File: src/rtl/tinyalu_pkg.sv
// Shared TinyALU definitions: operation encoding, result predictor and
// scoreboard error-flag bit positions.
package tinyalu_pkg;

  typedef enum logic [2:0] {
    no_op  = 3'b000,
    add_op = 3'b001,
    and_op = 3'b010,
    xor_op = 3'b011,
    mul_op = 3'b100,
    rst_op = 3'b111
  } operation_t;

  // Widest operand the predictor handles; callers zero-extend their
  // operands to this width and truncate the result to 2*DATA_W.
  localparam int unsigned PRED_W = 32;

  // Sticky error flag bit positions.
  localparam int unsigned ERR_OVERFLOW = 0;
  localparam int unsigned ERR_UNEXP    = 1;
  localparam int unsigned ERR_TIMEOUT  = 2;
  localparam int unsigned ERR_W        = 3;

  // True for operations that produce a result the DUT will answer.
  function automatic logic is_alu_op(input logic [2:0] op);
    logic res;
    res = 1'b0;
    case (op)
      add_op, and_op, xor_op, mul_op: res = 1'b1;
      default:                        res = 1'b0;
    endcase
    return res;
  endfunction

  // Expected TinyALU result. Operands are zero-extended before the
  // operation so add keeps its carry and mul keeps the full product.
  function automatic logic [2*PRED_W-1:0] predict(
    input logic [2:0]        op,
    input logic [PRED_W-1:0] a,
    input logic [PRED_W-1:0] b
  );
    logic [2*PRED_W-1:0] ax;
    logic [2*PRED_W-1:0] bx;
    logic [2*PRED_W-1:0] res;
    ax  = {{PRED_W{1'b0}}, a};
    bx  = {{PRED_W{1'b0}}, b};
    res = '0;
    case (op)
      add_op:  res = ax + bx;
      and_op:  res = ax & bx;
      xor_op:  res = ax ^ bx;
      mul_op:  res = ax * bx;
      default: res = '0;
    endcase
    return res;
  endfunction

endpackage

File: src/rtl/sb_fifo.sv
// Synchronous FIFO holding predicted results in issue order.
// Push and pop may coincide whenever the FIFO is non-empty, including
// when full; flush empties it and overrides push/pop.
module sb_fifo #(
  parameter int unsigned WIDTH = 16,
  parameter int unsigned DEPTH = 8
) (
  input  logic                   clk,
  input  logic                   reset,
  input  logic                   push,
  input  logic                   pop,
  input  logic                   flush,
  input  logic [WIDTH-1:0]       wr_data,
  output logic [WIDTH-1:0]       rd_data,
  output logic                   full,
  output logic                   empty,
  output logic [$clog2(DEPTH):0] count
);

  localparam int unsigned PTR_W = $clog2(DEPTH);
  localparam int unsigned CNT_W = PTR_W + 1;

  logic [WIDTH-1:0] mem_q [DEPTH];
  logic [PTR_W-1:0] wr_ptr_q, wr_ptr_d;
  logic [PTR_W-1:0] rd_ptr_q, rd_ptr_d;
  logic [CNT_W-1:0] count_q, count_d;
  logic             push_ok;
  logic             pop_ok;

  assign empty   = (count_q == '0);
  assign full    = (count_q == CNT_W'(DEPTH));
  assign count   = count_q;
  assign rd_data = mem_q[rd_ptr_q];

  // A push into a full FIFO only fits if the head leaves in the same cycle.
  assign pop_ok  = pop && !empty && !flush;
  assign push_ok = push && (!full || pop_ok) && !flush;

  // Pointer and occupancy next-state; DEPTH is a power of two so the
  // pointers wrap naturally.
  always_comb begin
    wr_ptr_d = wr_ptr_q;
    rd_ptr_d = rd_ptr_q;
    count_d  = count_q;
    if (flush) begin
      wr_ptr_d = '0;
      rd_ptr_d = '0;
      count_d  = '0;
    end else begin
      if (push_ok) wr_ptr_d = wr_ptr_q + PTR_W'(1);
      if (pop_ok)  rd_ptr_d = rd_ptr_q + PTR_W'(1);
      case ({push_ok, pop_ok})
        2'b10:   count_d = count_q + CNT_W'(1);
        2'b01:   count_d = count_q - CNT_W'(1);
        default: count_d = count_q;
      endcase
    end
  end

  // Pointer and occupancy registers.
  always_ff @(posedge clk) begin
    if (reset) begin
      wr_ptr_q <= '0;
      rd_ptr_q <= '0;
      count_q  <= '0;
    end else begin
      wr_ptr_q <= wr_ptr_d;
      rd_ptr_q <= rd_ptr_d;
      count_q  <= count_d;
    end
  end

  // Storage array; contents need no reset since occupancy guards reads.
  always_ff @(posedge clk) begin
    if (push_ok) mem_q[wr_ptr_q] <= wr_data;
  end

endmodule

File: src/rtl/tinyalu_scoreboard_q.sv
// Queue-based TinyALU result checker: predicts each issued command into
// an in-order queue and compares every DUT response against the head.
module tinyalu_scoreboard_q
  import tinyalu_pkg::*;
#(
  parameter int unsigned DATA_W  = 8,
  parameter int unsigned DEPTH   = 8,
  parameter int unsigned TIMEOUT = 64,
  parameter int unsigned CNT_W   = 16
) (
  input  logic                   clk,
  input  logic                   reset,
  input  logic                   cmd_valid,
  input  logic [2:0]             cmd_op,
  input  logic [DATA_W-1:0]      cmd_a,
  input  logic [DATA_W-1:0]      cmd_b,
  input  logic                   rsp_valid,
  input  logic [2*DATA_W-1:0]    rsp_result,
  output logic [CNT_W-1:0]       pass_cnt,
  output logic [CNT_W-1:0]       fail_cnt,
  output logic                   mismatch,
  output logic [2*DATA_W-1:0]    last_exp,
  output logic [2*DATA_W-1:0]    last_got,
  output logic [$clog2(DEPTH):0] outstanding,
  output logic [2:0]             err_flags
);

  localparam int unsigned RES_W = 2 * DATA_W;
  localparam int unsigned WD_W  = $clog2(TIMEOUT);

  logic [RES_W-1:0] pred;
  logic [RES_W-1:0] head;
  logic             q_full;
  logic             q_empty;

  logic             cmd_push;
  logic             cmd_flush;
  logic             rsp_hit;
  logic             rsp_unexp;
  logic             rsp_bad;
  logic             timeout_hit;
  logic             q_pop;
  logic             overflow;
  logic             fail_event;

  logic [WD_W-1:0]  wd_q, wd_d;
  logic [CNT_W-1:0] pass_q, pass_d;
  logic [CNT_W-1:0] fail_q, fail_d;
  logic             mism_q, mism_d;
  logic [RES_W-1:0] exp_q, exp_d;
  logic [RES_W-1:0] got_q, got_d;
  logic [ERR_W-1:0] err_q, err_d;

  assign pred = RES_W'(predict(cmd_op, PRED_W'(cmd_a), PRED_W'(cmd_b)));

  sb_fifo #(
    .WIDTH (RES_W),
    .DEPTH (DEPTH)
  ) u_fifo (
    .clk     (clk),
    .reset   (reset),
    .push    (cmd_push),
    .pop     (q_pop),
    .flush   (cmd_flush),
    .wr_data (pred),
    .rd_data (head),
    .full    (q_full),
    .empty   (q_empty),
    .count   (outstanding)
  );

  // Event decode. A response always compares against the pre-cycle head,
  // and a response in the timeout cycle pre-empts the timeout drop.
  always_comb begin
    cmd_push    = cmd_valid && is_alu_op(cmd_op);
    cmd_flush   = cmd_valid && (cmd_op == rst_op);
    rsp_hit     = rsp_valid && !q_empty;
    rsp_unexp   = rsp_valid && q_empty;
    rsp_bad     = rsp_hit && (head != rsp_result);
    timeout_hit = !q_empty && !rsp_valid && (wd_q == WD_W'(TIMEOUT - 1));
    q_pop       = rsp_hit || timeout_hit;
    overflow    = cmd_push && q_full && !q_pop;
    fail_event  = rsp_bad || rsp_unexp || timeout_hit;
  end

  // Watchdog: cycles the current head has been waiting.
  always_comb begin
    wd_d = wd_q;
    if (cmd_flush || q_pop || q_empty) wd_d = '0;
    else                               wd_d = wd_q + WD_W'(1);
  end

  // Counters, mismatch pulse, capture registers and sticky flags.
  always_comb begin
    pass_d = pass_q;
    fail_d = fail_q;
    exp_d  = exp_q;
    got_d  = got_q;
    err_d  = err_q;
    mism_d = fail_event;
    if (rsp_hit && !rsp_bad && (pass_q != '1)) pass_d = pass_q + CNT_W'(1);
    if (fail_event && (fail_q != '1))          fail_d = fail_q + CNT_W'(1);
    if (rsp_bad) begin
      exp_d = head;
      got_d = rsp_result;
    end
    if (overflow)    err_d[ERR_OVERFLOW] = 1'b1;
    if (rsp_unexp)   err_d[ERR_UNEXP]    = 1'b1;
    if (timeout_hit) err_d[ERR_TIMEOUT]  = 1'b1;
  end

  // Checker state registers; reset overrides every same-cycle event.
  always_ff @(posedge clk) begin
    if (reset) begin
      wd_q   <= '0;
      pass_q <= '0;
      fail_q <= '0;
      mism_q <= 1'b0;
      exp_q  <= '0;
      got_q  <= '0;
      err_q  <= '0;
    end else begin
      wd_q   <= wd_d;
      pass_q <= pass_d;
      fail_q <= fail_d;
      mism_q <= mism_d;
      exp_q  <= exp_d;
      got_q  <= got_d;
      err_q  <= err_d;
    end
  end

  assign pass_cnt  = pass_q;
  assign fail_cnt  = fail_q;
  assign mismatch  = mism_q;
  assign last_exp  = exp_q;
  assign last_got  = got_q;
  assign err_flags = err_q;

endmodule

File: config.mk
export PLATFORM = sky130hd
export DESIGN_NAME = tinyalu_scoreboard_q
export DESIGN_NICKNAME = d
export VERILOG_FILES = /design/src/rtl/tinyalu_pkg.sv /design/src/rtl/sb_fifo.sv /design/src/rtl/tinyalu_scoreboard_q.sv
export SDC_FILE = /design/constraint.sdc
export NUM_CORES = 1
export LEC_CHECK = 0
export ABC_CLOCK_PERIOD_IN_PS = 11850
export CAP_MARGIN = 20
export CORE_MARGIN = 5
export CORE_UTILIZATION = 46
export CTS_CLUSTER_SIZE = 10
export DETAILED_ROUTE_END_ITERATION = 8
export GPL_ROUTABILITY_DRIVEN = 0
export PLACE_DENSITY = 0.64
export RECOVER_POWER = 25
export SLEW_MARGIN = 20
export SYNTH_ARGS = -nofsm -noshare
export SYNTH_HDL_FRONTEND = slang
export SYNTH_SLANG_ARGS = --single-unit
File: constraint.sdc
create_clock -name clk -period 11.85 [get_ports clk]
set_input_delay 2.37 -clock clk [delete_from_list [all_inputs] [get_ports clk]]
set_output_delay 2.37 -clock clk [all_outputs]
set_load 0.02 [all_outputs]
==> impl_metrics.csv, run 1 <==
group,metric,value,unit
placed_design,place_ws,4.50,ns
cells_and_area,synthToLayoutAreaGrowth,18.3,%
sta,tightest_slew,2.14,ns
synth,synth-main-ff-cell,"edfxtp_1",
setup_path,r2r_end,"pass_cnt[15]",
sta,fin_skew,0.0264,ns
clock_tree,post_cts_resized,0,
cells_and_area,drive_gt1_frac,0.0643,
floorplan,fp.dieH,168,microns
worst_hold_path,worstHoldStart,"wd_q[0]",
routing,drc,0,
routing,drt_first_pass_iters,5,
clock_tree,cts.clk_slew.worst_paths,0.05,ns
clock_tree,cts_hold_buf,0,
synth,synth_edf_count,128,
setup_path,cp-start-kind,"primary input",
floorplan,rows,57,
floorplan,die_area,28200,sq um
clock_tree,root_buffer,"clkbuf_16",
routing,dr.max_layer_used,"met4",
power,internal_power,1560,uW
floorplan,io_pins,111,
global_routing,grt_pass1_vias,7451,
global_routing,grt_overflow,0,
global_routing,grt_usage,0.175,
routing,wl,24800,microns
sta,period_needed,6.85,ns
setup_path,end_kind,"register",
clock_tree,clk_path_buf_depth,3,
worst_hold_path,worstHoldPathCells,1,
synth,syn_area_per_cell,11.6,sq um
routing,routed-wl-met3,1220,microns
clock_tree,post_cts_buffers,0,
clock_tree,cts.sinks,215,
routing,wl_met1,11400,microns
floorplan,initial_utilization,0.470,
outcome,status,"complete, but fails checks",
synth,yosysUniqueCellTypes,65,
routing,dr_wl_met2,11700,microns
worst_hold_path,hold_end,"wd_q[0]",
synth,synth_seq_cells,215,
cells_and_area,antenna_cells,0,
outcome,failed_checks,"capacitance limit, slew limit",
synth,seq_area_frac_synth,0.488,
power,p_leak,0.00539,uW
sta,whs,0.447,ns
cells_and_area,fin_nets,1233,
placed_design,hpwl,17900,microns
setup_path,cp.required,12.11,ns
placed_design,io_buffers,110,
power,power_frac_seq,0.391,
sta,timing.slew.headroom,-0.425,
synth,synth_top_area_share,0.336,
global_routing,grt_max_degree,54,
setup_path,crit_arrival,7.11,ns
routing,wl_per_cell,17.2,microns
clock_tree,insertion_delay,0.52,ns
worst_hold_path,hold_class,"register to register",
sta,final_max_slew_viol_count,50,
power,p_comb_frac,0.320,
synth,ys_top_cells_by_area,"edfxtp_1 (34%), dfxtp_1 (15%), fa_1 (6.6%)",
routing,dr.first_iter.drc_count,454,
setup_path,rrSetupSlack,7.62,ns
synth,syn_area,11500,sq um
sta,post-route-period-util,0.578,
routing,ant_nets,0,
clock_tree,numCtsBuffers,25,
synth,synth_area_leader_cell,"edfxtp_1",
sta,hold_viol_final,0,
floorplan,core_area,24400,sq um
power,switching_share,0.324,
synth,synthArstFlopShare,0,
synth,synth_commonest_cells,"edfxtp_1 (128), nor2_1 (96), dfxtp_1 (87)",
global_routing,antenna_found_initial,0,
routing,vias,7627,
power,max-vdd-ir-drop,0.101,mV
power,p_per_area,171,nW/um^2
setup_path,reg2regPathDepth,9,
clock_tree,cts_tree,"done",
sta,rsz0062_at_grt,"no",
synth,yosysMostFrequentCell,"edfxtp_1",
synth,synth_cells,988,
global_routing,grt_pass1_wl,40500,microns
floorplan,die_x,168,microns
routing,viasPerCell,5.29,
clock_tree,htree_levels,1,
power,power_switching,752,uW
sta,fmax,146,MHz
synth,yosysWarnings,0,
sta,finalSetupViolCount,0,
setup_path,worstSetupPathType,"primary input to register",
sta,fin_ws,5.00,ns
setup_path,cp_max_fo,9,
flow_run,cap_viol_max_count,1,
power,clkPwrFrac,0.289,
sta,fin_tns_setup,0,ns
synth,syn_nets,1117,
flip-flops by register name, summed over array words and instances (netlist names), named ones only:
signal / cells
wd_q: 6
u_fifo.count: 4
u_fifo.rd_ptr_q: 3
fail_cnt: 16
mismatch: 1
last_exp: 16
u_fifo.mem_q: 128
last_got: 16
err_flags: 3
u_fifo.wr_ptr_q: 3
pass_cnt: 16
worst max-delay path: stages:
cell and delay [ns]:
clkdlybuf4s50_1 0.59, and2_1 0.28, fa_1 0.45, fa_1 0.54
inv_1 0.05, fa_1 0.46, fa_1 0.55, inv_1 0.04
ha_1 0.32, a21oi_1 0.24, o21bai_1 0.09, a21oi_1 0.25
o21ai_0 0.14, nand4_1 0.13, a31oi_1 0.11, xnor2_1 0.14
nor2_1 0.35
placed cells by master, fill, tap and decap left out, types with 7 or more instances in the layout:
| cell type | instances |
|---|---|
| mux4_2 | 10 |
| nor2b_1 | 16 |
| a211oi_1 | 10 |
| ha_1 | 52 |
| and3_1 | 11 |
| a21oi_1 | 36 |
| nand2_1 | 51 |
| edfxtp_1 | 128 |
| clkbuf_1 | 18 |
| nand4_1 | 7 |
| clkdlybuf4s50_1 | 36 |
| or3_1 | 11 |
| nor2_1 | 96 |
| xor2_1 | 25 |
| inv_1 | 68 |
| nand3_1 | 21 |
| nand2b_1 | 9 |
| clkbuf_16 | 25 |
| xnor2_1 | 21 |
| and2_1 | 51 |
| mux2i_1 | 69 |
| a22oi_1 | 12 |
| a21o_1 | 15 |
| buf_4 | 11 |
| a22o_1 | 16 |
| o21ai_0 | 18 |
| nor3_1 | 12 |
| fa_1 | 38 |
| dlygate4sd3_1 | 73 |
| dfxtp_1 | 86 |
cell families (layout without fill, tap and decap cells):
family	count (synthesis)	count (layout)	share of synthesized area
AO/OA/AOI/OAI	136	136	0.0810
XOR/XNOR	46	46	0.0352
adder cells (fa/ha/maj)	90	90	0.123
buffers and inverters	102	233	0.0416
flip-flops	215	215	0.488
multiplexers	89	89	0.0918
AND/OR/NAND/NOR	310	310	0.140
cell type report:
cell class                      count  area (sq um)
Fill cell                        2117         10800
Sequential cell                   215          5590
Multi-Input combinational cell    671          5410
Timing Repair Buffer              123          1180
Clock buffer                       40           682
Tap cell                          324           405
Inverter                           68           255
Clock inverter                      2          25.0
power groups by stage:
stage / logic, uW / registers [uW] / clock network [uW]
2_1_floorplan: 505 / 955 / 0
6_report: 742 / 905 / 669
5_1_grt: 837 / 914 / 722
4_1_cts: 768 / 908 / 686
3_5_place_dp: 763 / 923 / 0
3_3_place_gp: 757 / 921 / 0
metrics by stage:
stage | cells | instance area [sq um] | util | power, uW
6_report | 1443 | 13600 | 0.556 | 2320
5_1_grt | 1443 | 13600 | 0.556 | 2470
4_1_cts | 1443 | 13600 | 0.556 | 2360
3_5_place_dp | 1401 | 12900 | 0.527 | 1690
3_3_place_gp | 1400 | 12800 | 0.527 | 1680
2_1_floorplan | 988 | 11500 | - | 1460
per-layer routing:
layer | vias up | track usage
met5 | - | 0
met4 | 0 | 0.0381
met3 | 36 | 0.0298
met2 | 176 | 0.296
met1 | 3682 | 0.239
li1 | 3733 | -
how the worst max path moves through the flow:
stage | from | end | depth (start not counted)
after floorplan | cmd_a[1] | u_fifo.mem_q[0][15] | 16
after global placement | cmd_a[1] | u_fifo.mem_q[0][15] | 17
after detailed placement | cmd_a[1] | u_fifo.mem_q[5][15] | 17
after CTS | cmd_a[1] | u_fifo.mem_q[0][15] | 17
after global routing | cmd_a[1] | u_fifo.mem_q[6][14] | 17
final | cmd_a[1] | u_fifo.mem_q[0][15] | 17
Note: power is estimated with default switching activity, not from simulation.
==> run 2: changes to the inputs <==
Settings changed: ABC_CLOCK_PERIOD_IN_PS 11850 to 6800.
Clock period 11.85 ns to 6.8 ns, I/O delays scaled along.
==> run 2 against run 1 <==
Net effect: the run now ends clean; worst setup slack lost 4.0 ns; die area is the same; clock skew shrank 0.012 ns; global-route usage grew 0.50 points; hold slack gained 0.0024 ns; sequential cell count is the same; critical path depth grew 1; sequential share of layout area shrank 0.091 points; cell area grew 0.22%; critical path type unchanged; largest power group unchanged.
==> impl_metrics.csv, run 2 (synthesis results as in run 1) <==
group,metric,value,unit
cells_and_area,layout_commonest_cell,"edfxtp_1",
floorplan,fp.dieH,168,microns
power,max-vdd-ir-drop,0.172,mV
routing,drt_first_pass_iters,5,
setup_path,cp_max_fo,9,
placed_design,io_buffers,110,
cells_and_area,fin_nets,1233,
clock_tree,numCtsBuffers,25,
clock_tree,root_buffer,"clkbuf_16",
routing,wl_per_cell,17.6,microns
global_routing,antenna_found_initial,0,
setup_path,crit_family,"adder cells",
placed_design,dpl-instance-area,12900,sq um
routing,drc,0,
cells_and_area,synthToLayoutAreaGrowth,18.6,%
setup_path,end_kind,"register",
routing,viasPerCell,5.29,
floorplan,die_x,168,microns
sta,period_needed,5.79,ns
cells_and_area,drive_gt1_frac,0.0679,
sta,post-route-period-util,0.852,
clock_tree,post_cts_buffers,0,
floorplan,core_area,24400,sq um
setup_path,worstPathCellList,"clkdlybuf4s50_1, nand2_1, fa_1, fa_1, inv_1, fa_1, inv_1, fa_1, inv_1, ha_1, inv_1, o21bai_1, a21oi_1, o21ai_0, nand4_1, a31oi_1, xnor2_1, nor2_1",
setup_path,crit_arrival,6.06,ns
sta,rsz0062_at_grt,"no",
floorplan,rows,57,
sta,fin_skew,0.0147,ns
setup_path,cp-start-kind,"primary input",
routing,vias,7642,
floorplan,die_area,28200,sq um
setup_path,cp.required,7.07,ns
cells_and_area,layout_common_cells,"edfxtp_1 (128), nor2_1 (95), dfxtp_1 (86), dlygate4sd3_1 (75), mux2i_1 (69)",
sta,fin_ws,1.01,ns
routing,ant_nets,0,
power,p_per_area,300,nW/um^2
sta,fin_tns_setup,0,ns
cells_and_area,antenna_cells,0,
cells_and_area,finalInstanceArea,13600,sq um
routing,wl,25400,microns
cells_and_area,fill_cells,2131,
global_routing,grt_usage,0.180,
sta,finalSetupViolCount,0,
power,p_leak,0.00540,uW
clock_tree,cts_tree,"done",
placed_design,dp.cells,1401,
global_routing,grt_max_degree,50,
clock_tree,post_cts_resized,0,
global_routing,grt_overflow,0,
sta,final_max_slew_viol_count,0,
sta,hold_viol_final,0,
worst_hold_path,hold_class,"register to register",
floorplan,initial_utilization,0.470,
clock_tree,cts.clk_slew.worst_paths,0.06,ns
flow_run,cap_viol_max_count,0,
setup_path,slowest_stage,"clkdlybuf4s50_1",
cells_and_area,regMostFlops,"u_fifo.mem_q",
global_routing,grt_pass1_wl,41400,microns
outcome,status,"finished clean",
routing,dr.first_iter.drc_count,496,
clock_tree,cts_hold_buf,0,
placed_design,place_ws,0.454,ns
placed_design,hpwl,18400,microns
sta,tightest_slew,1.05,ns
floorplan,io_pins,111,
cells_and_area,largest_register_ffs,128,
clock_tree,insertion_delay,0.53,ns
setup_path,cpPeakStageDelay,0.66,ns
clock_tree,clk_path_buf_depth,3,
global_routing,grt_pass1_vias,7738,
setup_path,worstSetupPathType,"primary input to register",
clock_tree,cts.sinks,215,
sta,fmax,173,MHz
setup_path,crit_buf_inv,5,
sta,timing.slew.headroom,0.297,
cells_and_area,stdcell_count,1444,
clock_tree,htree_levels,1,
## run 2: changes by cell type in the layout (fill, tap and decap cells not counted), sizes merged
cell / change
dlygate4sd3: +2
clkinv: -1
clkdlybuf4s50: -2
buf: +2
## run 2: layout make-up
class	instances	area, sq um	area share
well taps	324	405	0.0298
clock inverters	1	20.0	0.00147
repair buffers	123	1190	0.0876
multi-input cells	671	5420	0.399
flip-flops and latches	215	5590	0.411
inverters	68	255	0.0188
clock buffers	42	709	0.0522
## run 2: worst reg2reg max path, cell delays in order (launching register included)
cell and delay, ns:
dfxtp_1 0.78, and2_1 0.63, a22oi_1 0.25, and3b_1 0.24
nor4b_1 0.47, nand4_2 0.31, nor3_4 0.36, nand2_2 0.24
nor4_1 0.34, mux2_2 0.38
## run 2: final timing paths
path / from / to / slack, ns / depth (start not counted)
worst max-delay path: cmd_a[1] / u_fifo.mem_q[0][15] / 1.01 / 18
worst min-delay path: last_exp[9] / last_exp[9] / 0.45 / 2
worst max register to register: register / pass_cnt[15] / 2.69 / 9
worst min register to register: last_exp[9] / last_exp[9] / 0.45 / 2
## run 2: per-layer routing
metal | vias to the layer above | share of wire | track usage
met3 | 29 | 0.052 | 0.0284
met5 | - | 0 | 0
met4 | 0 | 0.018 | 0.0427
met1 | 3689 | 0.45 | 0.245
li1 | 3736 | - | -
met2 | 188 | 0.48 | 0.305
## run 2: report_power, final
group | total, uW | switching (uW) | internal [uW] | leakage [uW]
sequential | 1580 | 72.0 | 1500 | 0.00187
combinational | 1300 | 759 | 537 | 0.00318
clock | 1200 | 493 | 706 | 0.000350
## run 2: metrics by stage
step | util | total power [uW] | hold WS [ns]
final | 0.557 | 4070 | 0.450
after global routing | 0.557 | 4320 | 0.457
after CTS | 0.557 | 4150 | 0.455
after detailed placement | 0.527 | 2940 | 0.444
after global placement | 0.527 | 2930 | 0.431
after floorplan | - | 2540 | 0.418
==> run 3: changes to the inputs <==
Settings changed: CORE_UTILIZATION 46 to 45, PLACE_DENSITY 0.64 to 0.63.
==> run 3 against run 2 <==
Net effect: combinational power about the same; sequential cell count unchanged; final cell count rose by 0.62%; maximum frequency decreased by 1.4%; critical path type unchanged; power down 0.30%; first-iteration DRC count grew 1.6%; sequential power is essentially flat; global-route usage is 0.60 points lower; non-clock buffer count is 3 higher; register-to-register slack gained 0.02 ns; count of clock-buffer cells in the layout decreased by 1; cell area is essentially flat.
==> impl_metrics.csv, run 3 (synthesis results as in run 1) <==
group,metric,value,unit
cells_and_area,final_core_util,0.541,
clock_tree,cts.clk_slew.worst_paths,0.06,ns
worst_hold_path,worstHoldPathCells,1,
setup_path,worstSetupPathType,"primary input to register",
sta,hold_viol_final,0,
global_routing,grt_pass1_vias,7549,
setup_path,rrSetupSlack,2.71,ns
sta,fin_tns_setup,0,ns
worst_hold_path,worstHoldStart,"wd_q[0]",
setup_path,r2r_end,"fail_cnt[11]",
cells_and_area,largest_register_ffs,128,
placed_design,hpwl,18500,microns
power,clkPwrFrac,0.288,
worst_hold_path,hold_end,"wd_q[0]",
power,internal_power,2750,uW
sta,period_needed,5.87,ns
setup_path,crit_arrival,6.12,ns
cells_and_area,antenna_cells,0,
global_routing,antenna_found_initial,0,
global_routing,grt_overflow,0,
sta,fin_skew,0.00668,ns
routing,wl_per_cell,17.4,microns
floorplan,rows,58,
cells_and_area,fin_nets,1236,
clock_tree,root_buffer,"clkbuf_16",
cells_and_area,layout_common_cells,"edfxtp_1 (128), nor2_1 (96), dfxtp_1 (86), dlygate4sd3_1 (75), mux2i_1 (69)",
setup_path,cp_max_fo,9,
routing,drc,0,
clock_tree,insertion_delay,0.51,ns
routing,wl,25300,microns
cells_and_area,layout_commonest_cell,"edfxtp_1",
power,p_per_area,299,nW/um^2
sta,final_max_slew_viol_count,0,
worst_hold_path,hold_class,"register to register",
cells_and_area,fill_cells,2216,
cells_and_area,stdcell_count,1453,
floorplan,fp.dieH,170,microns
sta,timing.slew.headroom,0.321,
routing,ant_nets,0,
floorplan,die_area,28700,sq um
setup_path,cp-start-kind,"primary input",
floorplan,io_pins,111,
clock_tree,numCtsBuffers,25,
cells_and_area,multi_input_area,5410,sq um
cells_and_area,synthToLayoutAreaGrowth,18.7,%
sta,finalSetupViolCount,0,
power,p_comb_frac,0.323,
power,max-vdd-ir-drop,0.192,mV
sta,tightest_slew,1.01,ns
routing,dr.first_iter.drc_count,504,
cells_and_area,register_area,5590,sq um
routing,viasPerCell,5.26,
clock_tree,clk_path_buf_depth,3,
outcome,status,"finished clean",
clock_tree,cts_tree,"done",
sta,post-route-period-util,0.864,
floorplan,die_x,170,microns
placed_design,io_buffers,110,
sta,rsz0062_at_grt,"no",
power,p_leak,0.00541,uW
power,power_frac_seq,0.389,
sta,fmax,170,MHz
floorplan,core_area,25100,sq um
setup_path,cp.required,7.05,ns
clock_tree,htree_levels,1,
clock_tree,cts.sinks,215,
setup_path,end_kind,"register",
placed_design,dp.cells,1410,
routing,drt_first_pass_iters,5,
routing,vias,7643,
placed_design,dpl-instance-area,12900,sq um
clock_tree,cts_hold_buf,0,
sta,whs,0.445,ns
cells_and_area,drive_gt1_frac,0.0695,
cells_and_area,regMostFlops,"u_fifo.mem_q",
clock_tree,post_cts_buffers,0,
power,switching_share,0.324,
clock_tree,post_cts_resized,0,
floorplan,initial_utilization,0.456,
setup_path,reg2regPathDepth,10,
global_routing,grt_max_degree,49,
power,power_switching,1310,uW
flow_run,cap_viol_max_count,0,
global_routing,grt_usage,0.174,
cells_and_area,finalInstanceArea,13600,sq um
global_routing,grt_pass1_wl,40300,microns
## run 3: changes by cell type in the layout (fill, tap and decap cells not counted)
cell | before | now
buf_4 | 12 | 15
clkbuf_8 | 2 | 1
clkinv_2 | 0 | 1
inv_16 | 1 | 0
inv_6 | 0 | 1
nor2_1 | 95 | 96
nor2_2 | 1 | 0
## run 3: final cells by class
cell class | instances | share of cell area
tap | 330 | 0.0304
clock buffer | 41 | 0.0512
clock inverter | 2 | 0.00101
timing repair buffer | 126 | 0.0892
sequential | 215 | 0.411
inverter | 68 | 0.0188
multi-input combinational | 671 | 0.398
## run 3: worst max path at each step
stage | depth (start not counted) | startpoint | endpoint
4_1_cts | 18 | cmd_a[1] | u_fifo.mem_q[4][15]
3_5_place_dp | 17 | cmd_a[1] | u_fifo.mem_q[4][14]
6_report | 18 | cmd_a[1] | u_fifo.mem_q[4][15]
3_3_place_gp | 17 | cmd_a[1] | u_fifo.mem_q[5][13]
5_1_grt | 18 | cmd_a[1] | u_fifo.mem_q[0][15]
2_1_floorplan | 16 | cmd_a[1] | u_fifo.mem_q[0][15]
## run 3: power by group through the flow
stage | clock (uW) | sequential, uW | combinational [uW]
4_1_cts | 1200 | 1580 | 1350
2_1_floorplan | 0 | 1660 | 880
5_1_grt | 1250 | 1590 | 1470
3_5_place_dp | 0 | 1610 | 1350
3_3_place_gp | 0 | 1610 | 1330
6_report | 1170 | 1580 | 1310
## run 3: layer usage
| layer | track usage | up-vias | wire length (microns) |
|---|---|---|---|
| li1 | - | 3751 | - |
| met1 | 0.228 | 3696 | 11200 |
| met2 | 0.306 | 159 | 12300 |
| met3 | 0.0212 | 37 | 1150 |
| met4 | 0.0497 | 0 | 638 |
| met5 | 0 | - | 0 |
## run 3: through the flow
stage | setup WS (ns) | total power [uW]
after floorplan | 1.58 | 2540
after global placement | 0.559 | 2930
after detailed placement | 0.416 | 2960
after CTS | 0.935 | 4140
after global routing | 0.640 | 4320
final | 0.926 | 4060
## run 3: critical path, stage by stage
cell	delay, ns
clkdlybuf4s50_1	0.67
nand2_1	0.13
fa_1	0.51
fa_1	0.54
inv_1	0.05
fa_1	0.52
inv_1	0.05
fa_1	0.52
inv_1	0.04
ha_1	0.29
inv_1	0.06
o21bai_1	0.17
a21oi_1	0.11
o21ai_0	0.25
nand4_1	0.16
a31oi_1	0.19
xnor2_1	0.09
nor2_1	0.37
